### config.mk
export PLATFORM = sky130hd
export DESIGN_NAME = fft_stage_ctrl
export DESIGN_NICKNAME = d
export VERILOG_FILES = /design/src/rtl/fft_stage_ctrl.sv
export SDC_FILE = /design/constraint.sdc
export NUM_CORES = 1
export LEC_CHECK = 0
export CORE_MARGIN = 2
export CORE_UTILIZATION = 55
export DETAILED_ROUTE_END_ITERATION = 8
export DONT_BUFFER_PORTS = 1
export PLACE_DENSITY = 0.7
export SYNTH_ARGS = -nofsm -noshare
export SYNTH_HDL_FRONTEND = slang
export SYNTH_SLANG_ARGS = --single-unit
### constraint.sdc
create_clock -name CLK -period 6.1 [get_ports CLK]
set_clock_uncertainty 0.15 [all_clocks]
set_input_delay 1.83 -clock CLK [delete_from_list [all_inputs] [get_ports CLK]]
set_output_delay 1.83 -clock CLK [all_outputs]
set_load 0.02 [all_outputs]
### src/rtl/fft_stage_ctrl.sv
// Butterfly sequencer for an in-place radix-2 DIF FFT: issues read-address pairs,
// twiddle exponents and trivial twiddle coefficients, then the delayed write-back pairs.
module fft_stage_ctrl #(
  parameter int LOG2N    = 4,
  parameter int PIPE_LAT = 2
) (
  input  logic                    CLK,
  input  logic                    RST_X,
  input  logic                    START,
  output logic                    BUSY,
  output logic                    DONE,
  output logic [LOG2N-1:0]        STAGE,
  output logic                    RD_EN,
  output logic [LOG2N-1:0]        RD_ADDR_A,
  output logic [LOG2N-1:0]        RD_ADDR_B,
  output logic [LOG2N-2:0]        TW_IDX,
  output logic                    TW_TRIV,
  output logic signed [1:0]       W_RE,
  output logic signed [1:0]       W_IM,
  output logic                    WR_EN,
  output logic [LOG2N-1:0]        WR_ADDR_A,
  output logic [LOG2N-1:0]        WR_ADDR_B
);

  localparam int BW = LOG2N - 1;
  localparam int CW = (PIPE_LAT > 1) ? $clog2(PIPE_LAT) : 1;
  localparam int DW = 2 * LOG2N + 1;

  localparam logic [BW-1:0]    B_LAST = {BW{1'b1}};
  localparam logic [LOG2N-1:0] S_LAST = LOG2N'(LOG2N - 1);
  localparam logic [CW-1:0]    C_LAST = CW'(PIPE_LAT - 1);
  localparam logic [BW-1:0]    K_QTR  = BW'(1 << (LOG2N - 2));

  typedef enum logic [1:0] {
    IDLE  = 2'd0,
    RUN   = 2'd1,
    DRAIN = 2'd2,
    FIN   = 2'd3
  } state_t;

  state_t               state_q, state_d;
  logic [LOG2N-1:0]     s_q, s_d;
  logic [BW-1:0]        b_q, b_d;
  logic [CW-1:0]        cnt_q, cnt_d;

  logic                 busy_q, busy_d;
  logic                 done_q, done_d;
  logic [LOG2N-1:0]     stage_q, stage_d;
  logic                 rd_en_q, rd_en_d;
  logic [LOG2N-1:0]     rd_a_q, rd_a_d;
  logic [LOG2N-1:0]     rd_b_q, rd_b_d;
  logic [BW-1:0]        tw_q, tw_d;
  logic                 triv_q, triv_d;
  logic signed [1:0]    w_re_q, w_re_d;
  logic signed [1:0]    w_im_q, w_im_d;

  logic [DW-1:0]        dly_q [PIPE_LAT];
  logic [DW-1:0]        dly_d [PIPE_LAT];

  // Butterfly index bits below the half-span position select j; bits above select the group g.
  function automatic logic [BW-1:0] lo_mask(input logic [LOG2N-1:0] s);
    return {BW{1'b1}} >> s;
  endfunction

  // A = g*2h + j: insert a zero bit into b at the half-span position.
  function automatic logic [LOG2N-1:0] addr_top(input logic [LOG2N-1:0] s,
                                                input logic [BW-1:0]    b);
    logic [BW-1:0] m;
    m = lo_mask(s);
    return {b & ~m, 1'b0} | {1'b0, b & m};
  endfunction

  function automatic logic [LOG2N-1:0] addr_bot(input logic [LOG2N-1:0] s,
                                                input logic [BW-1:0]    b);
    return addr_top(s, b) | ({1'b0, lo_mask(s)} + 1'b1);
  endfunction

  function automatic logic [BW-1:0] tw_exp(input logic [LOG2N-1:0] s,
                                           input logic [BW-1:0]    b);
    return (b & lo_mask(s)) << s;
  endfunction

  always_comb begin
    state_d = state_q;
    s_d     = s_q;
    b_d     = b_q;
    cnt_d   = cnt_q;
    case (state_q)
      IDLE: begin
        if (START) begin
          state_d = RUN;
          s_d     = '0;
          b_d     = '0;
        end
      end
      RUN: begin
        if (b_q == B_LAST) begin
          state_d = DRAIN;
          cnt_d   = '0;
        end else begin
          b_d = b_q + 1'b1;
        end
      end
      DRAIN: begin
        // Hold off the next stage until every write-back of this one has landed.
        if (cnt_q == C_LAST) begin
          if (s_q == S_LAST) begin
            state_d = FIN;
          end else begin
            state_d = RUN;
            s_d     = s_q + 1'b1;
            b_d     = '0;
          end
        end else begin
          cnt_d = cnt_q + 1'b1;
        end
      end
      FIN:     state_d = IDLE;
      default: state_d = IDLE;
    endcase
  end

  // Issue stage: outputs are registered from the next-state decision.
  always_comb begin
    rd_en_d = (state_d == RUN);
    busy_d  = (state_d == RUN) || (state_d == DRAIN);
    done_d  = (state_d == FIN);
    stage_d = s_d;
    rd_a_d  = '0;
    rd_b_d  = '0;
    tw_d    = '0;
    if (rd_en_d) begin
      rd_a_d = addr_top(s_d, b_d);
      rd_b_d = addr_bot(s_d, b_d);
      tw_d   = tw_exp(s_d, b_d);
    end
    triv_d = rd_en_d && ((tw_d == '0) || (tw_d == K_QTR));
    w_re_d = (rd_en_d && (tw_d == '0))  ? 2'sb01 : 2'sb00;
    w_im_d = (rd_en_d && (tw_d == K_QTR)) ? 2'sb11 : 2'sb00;
  end

  // Write-back stage: shift register matching the butterfly datapath latency.
  always_comb begin
    dly_d[0] = {rd_en_q, rd_a_q, rd_b_q};
    for (int i = 1; i < PIPE_LAT; i++) begin
      dly_d[i] = dly_q[i-1];
    end
  end

  always_ff @(posedge CLK or negedge RST_X) begin
    if (!RST_X) begin
      state_q <= IDLE;
      s_q     <= '0;
      b_q     <= '0;
      cnt_q   <= '0;
      busy_q  <= 1'b0;
      done_q  <= 1'b0;
      stage_q <= '0;
      rd_en_q <= 1'b0;
      rd_a_q  <= '0;
      rd_b_q  <= '0;
      tw_q    <= '0;
      triv_q  <= 1'b0;
      w_re_q  <= '0;
      w_im_q  <= '0;
      for (int i = 0; i < PIPE_LAT; i++) begin
        dly_q[i] <= '0;
      end
    end else begin
      state_q <= state_d;
      s_q     <= s_d;
      b_q     <= b_d;
      cnt_q   <= cnt_d;
      busy_q  <= busy_d;
      done_q  <= done_d;
      stage_q <= stage_d;
      rd_en_q <= rd_en_d;
      rd_a_q  <= rd_a_d;
      rd_b_q  <= rd_b_d;
      tw_q    <= tw_d;
      triv_q  <= triv_d;
      w_re_q  <= w_re_d;
      w_im_q  <= w_im_d;
      dly_q   <= dly_d;
    end
  end

  assign BUSY      = busy_q;
  assign DONE      = done_q;
  assign STAGE     = stage_q;
  assign RD_EN     = rd_en_q;
  assign RD_ADDR_A = rd_a_q;
  assign RD_ADDR_B = rd_b_q;
  assign TW_IDX    = tw_q;
  assign TW_TRIV   = triv_q;
  assign W_RE      = w_re_q;
  assign W_IM      = w_im_q;
  assign {WR_EN, WR_ADDR_A, WR_ADDR_B} = dly_q[PIPE_LAT-1];

endmodule
==> run_results.csv <==
group,metric,value,unit
status,outcome,"completed",
sta,setup_viol,0,
setup_path,start_kind,"input port",
global_route,grt_max_degree,46,
logic_synthesis,ys_seq_area_frac,0.610,
logic_synthesis,async_flop_share,1.00,
setup_path,rr_startpoint,"STAGE[0]",
setup_path,ff2ff_path_depth,7,
cts,cts_sinks,45,
power,ir_drop,0.132,mV
setup_path,worstSetupEndpointType,"register",
placed_design,port_buffers,0,
sta,rsz0062_at_grt,"false",
cts,clk_pin_slew,0.12,ns
cts,post_cts_buffers,0,
global_route,grt_pass1_vias,1015,
sta,tightest_slew,0.526,ns
global_route,grt_pass1_wl,4650,um
logic_synthesis,syn-num-nets,159,
die,start_util,0.562,
die,fp.dieW,61.9,um
global_route,use_met2,0.260,
logic_synthesis,yosys_warnings,0,
worst_hold_path,worstHoldEndpoint,"WR_ADDR_B[1]",
die,core,3280,sq um
layout,syn_to_final_growth,0.135,%
placed_design,dpl.hpwl,1970,um
cts,ctsLongestPathBuffers,2,
sta,relSlewSlack,0.647,
die,die_height,61.9,um
cts,numCtsBuffers,5,
sta,layout_min_cycle_time,3.21,ns
layout,multi_input_area,571,sq um
sta,finalCritPeriodShare,0.526,
drt,drt-initial-drc-count,41,
logic_synthesis,synth_cell_types,44,
logic_synthesis,synth_top_area_frac,0.610,
power,powerDensity,236,nW/um^2
global_route,grt.busiest_layer,"met2",
setup_path,cp.arrival,3.30,ns
logic_synthesis,yosysTopAreaCell,"dfrtp_1",
setup_path,critPathKind,"in -> reg",
drt,drc,0,
global_route,antenna_found_initial,0,
layout,seq_area,1130,sq um
placed_design,gp_congestion,0.775,
layout,fin_nets,151,
logic_synthesis,synth.avg_cell_area,12.2,sq um
cts,cts_root_buf,"clkbuf_4",
setup_path,r2r_slack,3.27,ns
setup_path,critical_path.cell_chain,"o21bai_4 -> a221o_1 -> nor3_4 -> mux2_4 -> o221a_1",
sta,holdWs,0.212,ns
setup_path,slowest_stage,"a221o_1",
die,design.die.area,3830,sq um
setup_path,critPathMaxFanout,8,
sta,final-hold-violation-count,0,
global_route,met1_usage,0.223,
worst_hold_path,holdPathStages,0,
drt,postRouteAntennaNets,0,
logic_synthesis,synth_edf_count,0,
sta,finalSetupTns,0,ns
power,p_leak,0.854,nW
global_route,grt_overflow,0,
setup_path,rr_endpoint,"RD_ADDR_B[2]",
cts,clock_latency,0.34,ns
run,drv_cap,0,
global_route,track_usage,0.175,
cts,cts_hold_buffers,0,
drt,via_per_inst,5.43,
worst_hold_path,min_from,"dly_d[1]",
cts,htreeDepth,2,
logic_synthesis,synth_seq_cells,45,
logic_synthesis,syn_area,1850,sq um
drt,wl_per_cell,15.0,um
drt,first_pass_iters,4,
die,rows,21,
global_route,gr-usage-met3,0.0766,
setup_path,cp_slowest_stage_delay,0.49,ns
setup_path,required,6.20,ns
sta,slew_violations,0,
cts,post_cts_resized,0,
sta,fmax,312,MHz
drt,routed_wl,2850,um
worst_hold_path,hold_class,"reg -> reg",
layout,drive_above_1_share,0.132,
logic_synthesis,ys.flop_type,"dfrtp_1",
cts,cts_tree,"built",
logic_synthesis,syn_inst,151,
drt,via_count,1031,
layout,n_fill_cell,274,
logic_synthesis,synthTopCellsByArea,"dfrtp_1 (61%), buf_4 (4.5%), ha_1 (3.4%), nand2_1 (3.1%), a21oi_1 (2.7%)",
die,io_pins,35,
layout,antenna_cells,0,
-- cell usage after synthesis, drive strengths merged, types with 2 or more instances --
master	n
inv	9
and2	2
dfrtp	45
buf	15
nand3	2
nand2b	3
nand2	15
and3	2
o2bb2ai	2
nor2	7
a21oi	11
o21ai	7
a221oi	2
mux2i	2
ha	5
-- through the flow --
stage / total power [mW] / worst slack (ns) / util / instance area (sq um) / instances
global placement: 0.305 / 2.58 / 0.544 / 1790 / 182
detailed placement: 0.305 / 2.54 / 0.544 / 1790 / 182
global route: 0.458 / 2.78 / 0.563 / 1850 / 190
finish: 0.437 / 2.89 / 0.563 / 1850 / 190
CTS: 0.444 / 2.93 / 0.563 / 1850 / 190
floorplan: 0.306 / 2.65 / - / 1850 / 151
-- power breakdown --
part           internal (mW)  switching [mW]  leakage, nW
Clock                 0.0457          0.0918       0.0352
Sequential             0.298               0        0.527
Combinational       0.000356        0.000869        0.291
-- flip-flops by register name, indices dropped and copies added, names as in the netlist, 2 cells and up --
signal     flops
TW_IDX         3
state_q        2
RD_ADDR_B      4
WR_ADDR_A      4
RD_ADDR_A      4
b_q            3
STAGE          4
WR_ADDR_B      4
dly_d          9
-- layer usage --
layer,part of all wire,vias to the layer above
li1,-,486
met1,0.46,513
met2,0.47,27
met3,0.060,5
met4,0.013,0
met5,0,-
-- kinds of logic after synthesis --
family / after synthesis / share of synthesized area
simple gates: 37 / 0.107
mux: 3 / 0.0190
compound gates: 35 / 0.142
xor+xnor: 1 / 0.00475
flops: 45 / 0.610
fa+ha+maj: 5 / 0.0339
buf+inv: 24 / 0.0807
other cells: 1 / 0.00203
-- worst max-delay path by stage --
stage	startpoint	to	slack [ns]	cells past startpoint
floorplan	START	RD_ADDR_B[2]	2.65	6
global placement	START	RD_ADDR_B[2]	2.58	5
detailed placement	START	RD_ADDR_B[2]	2.54	5
CTS	START	RD_ADDR_B[2]	2.93	5
global route	START	RD_ADDR_B[2]	2.78	9
finish	START	RD_ADDR_B[2]	2.89	5
-- area by class of cell --
class,instances,share of cell area
sequential,45,0.609
multi-input combinational,82,0.309
tap,46,0.0311
clock buffer,5,0.0203
inverter,9,0.0183
clock inverter,3,0.0122
-- layout by cell type (no fill, tap or decap), types with 2 or more instances in the layout --
| cell | Yosys | final |
|---|---|---|
| dfrtp_1 | 45 | 45 |
| nand2_1 | 15 | 15 |
| a21oi_1 | 10 | 10 |
| inv_1 | 9 | 9 |
| nor2_1 | 6 | 6 |
| ha_1 | 5 | 5 |
| clkbuf_4 | 0 | 5 |
| o21ai_0 | 4 | 4 |
| nand2b_1 | 3 | 3 |
| and2_1 | 2 | 2 |
| o2bb2ai_1 | 2 | 2 |
| nand3_1 | 2 | 2 |
| mux2i_1 | 2 | 2 |
| o21ai_1 | 2 | 2 |
| and3_1 | 2 | 2 |
| clkinv_4 | 0 | 2 |
-- critical path, delay by kind of cell --
kind | cells | cell delay [ns]
compound gates | 3 | 0.76
mux | 1 | 0.33
simple gates | 1 | 0.37
Note: power is estimated with default switching activity, not from simulation.
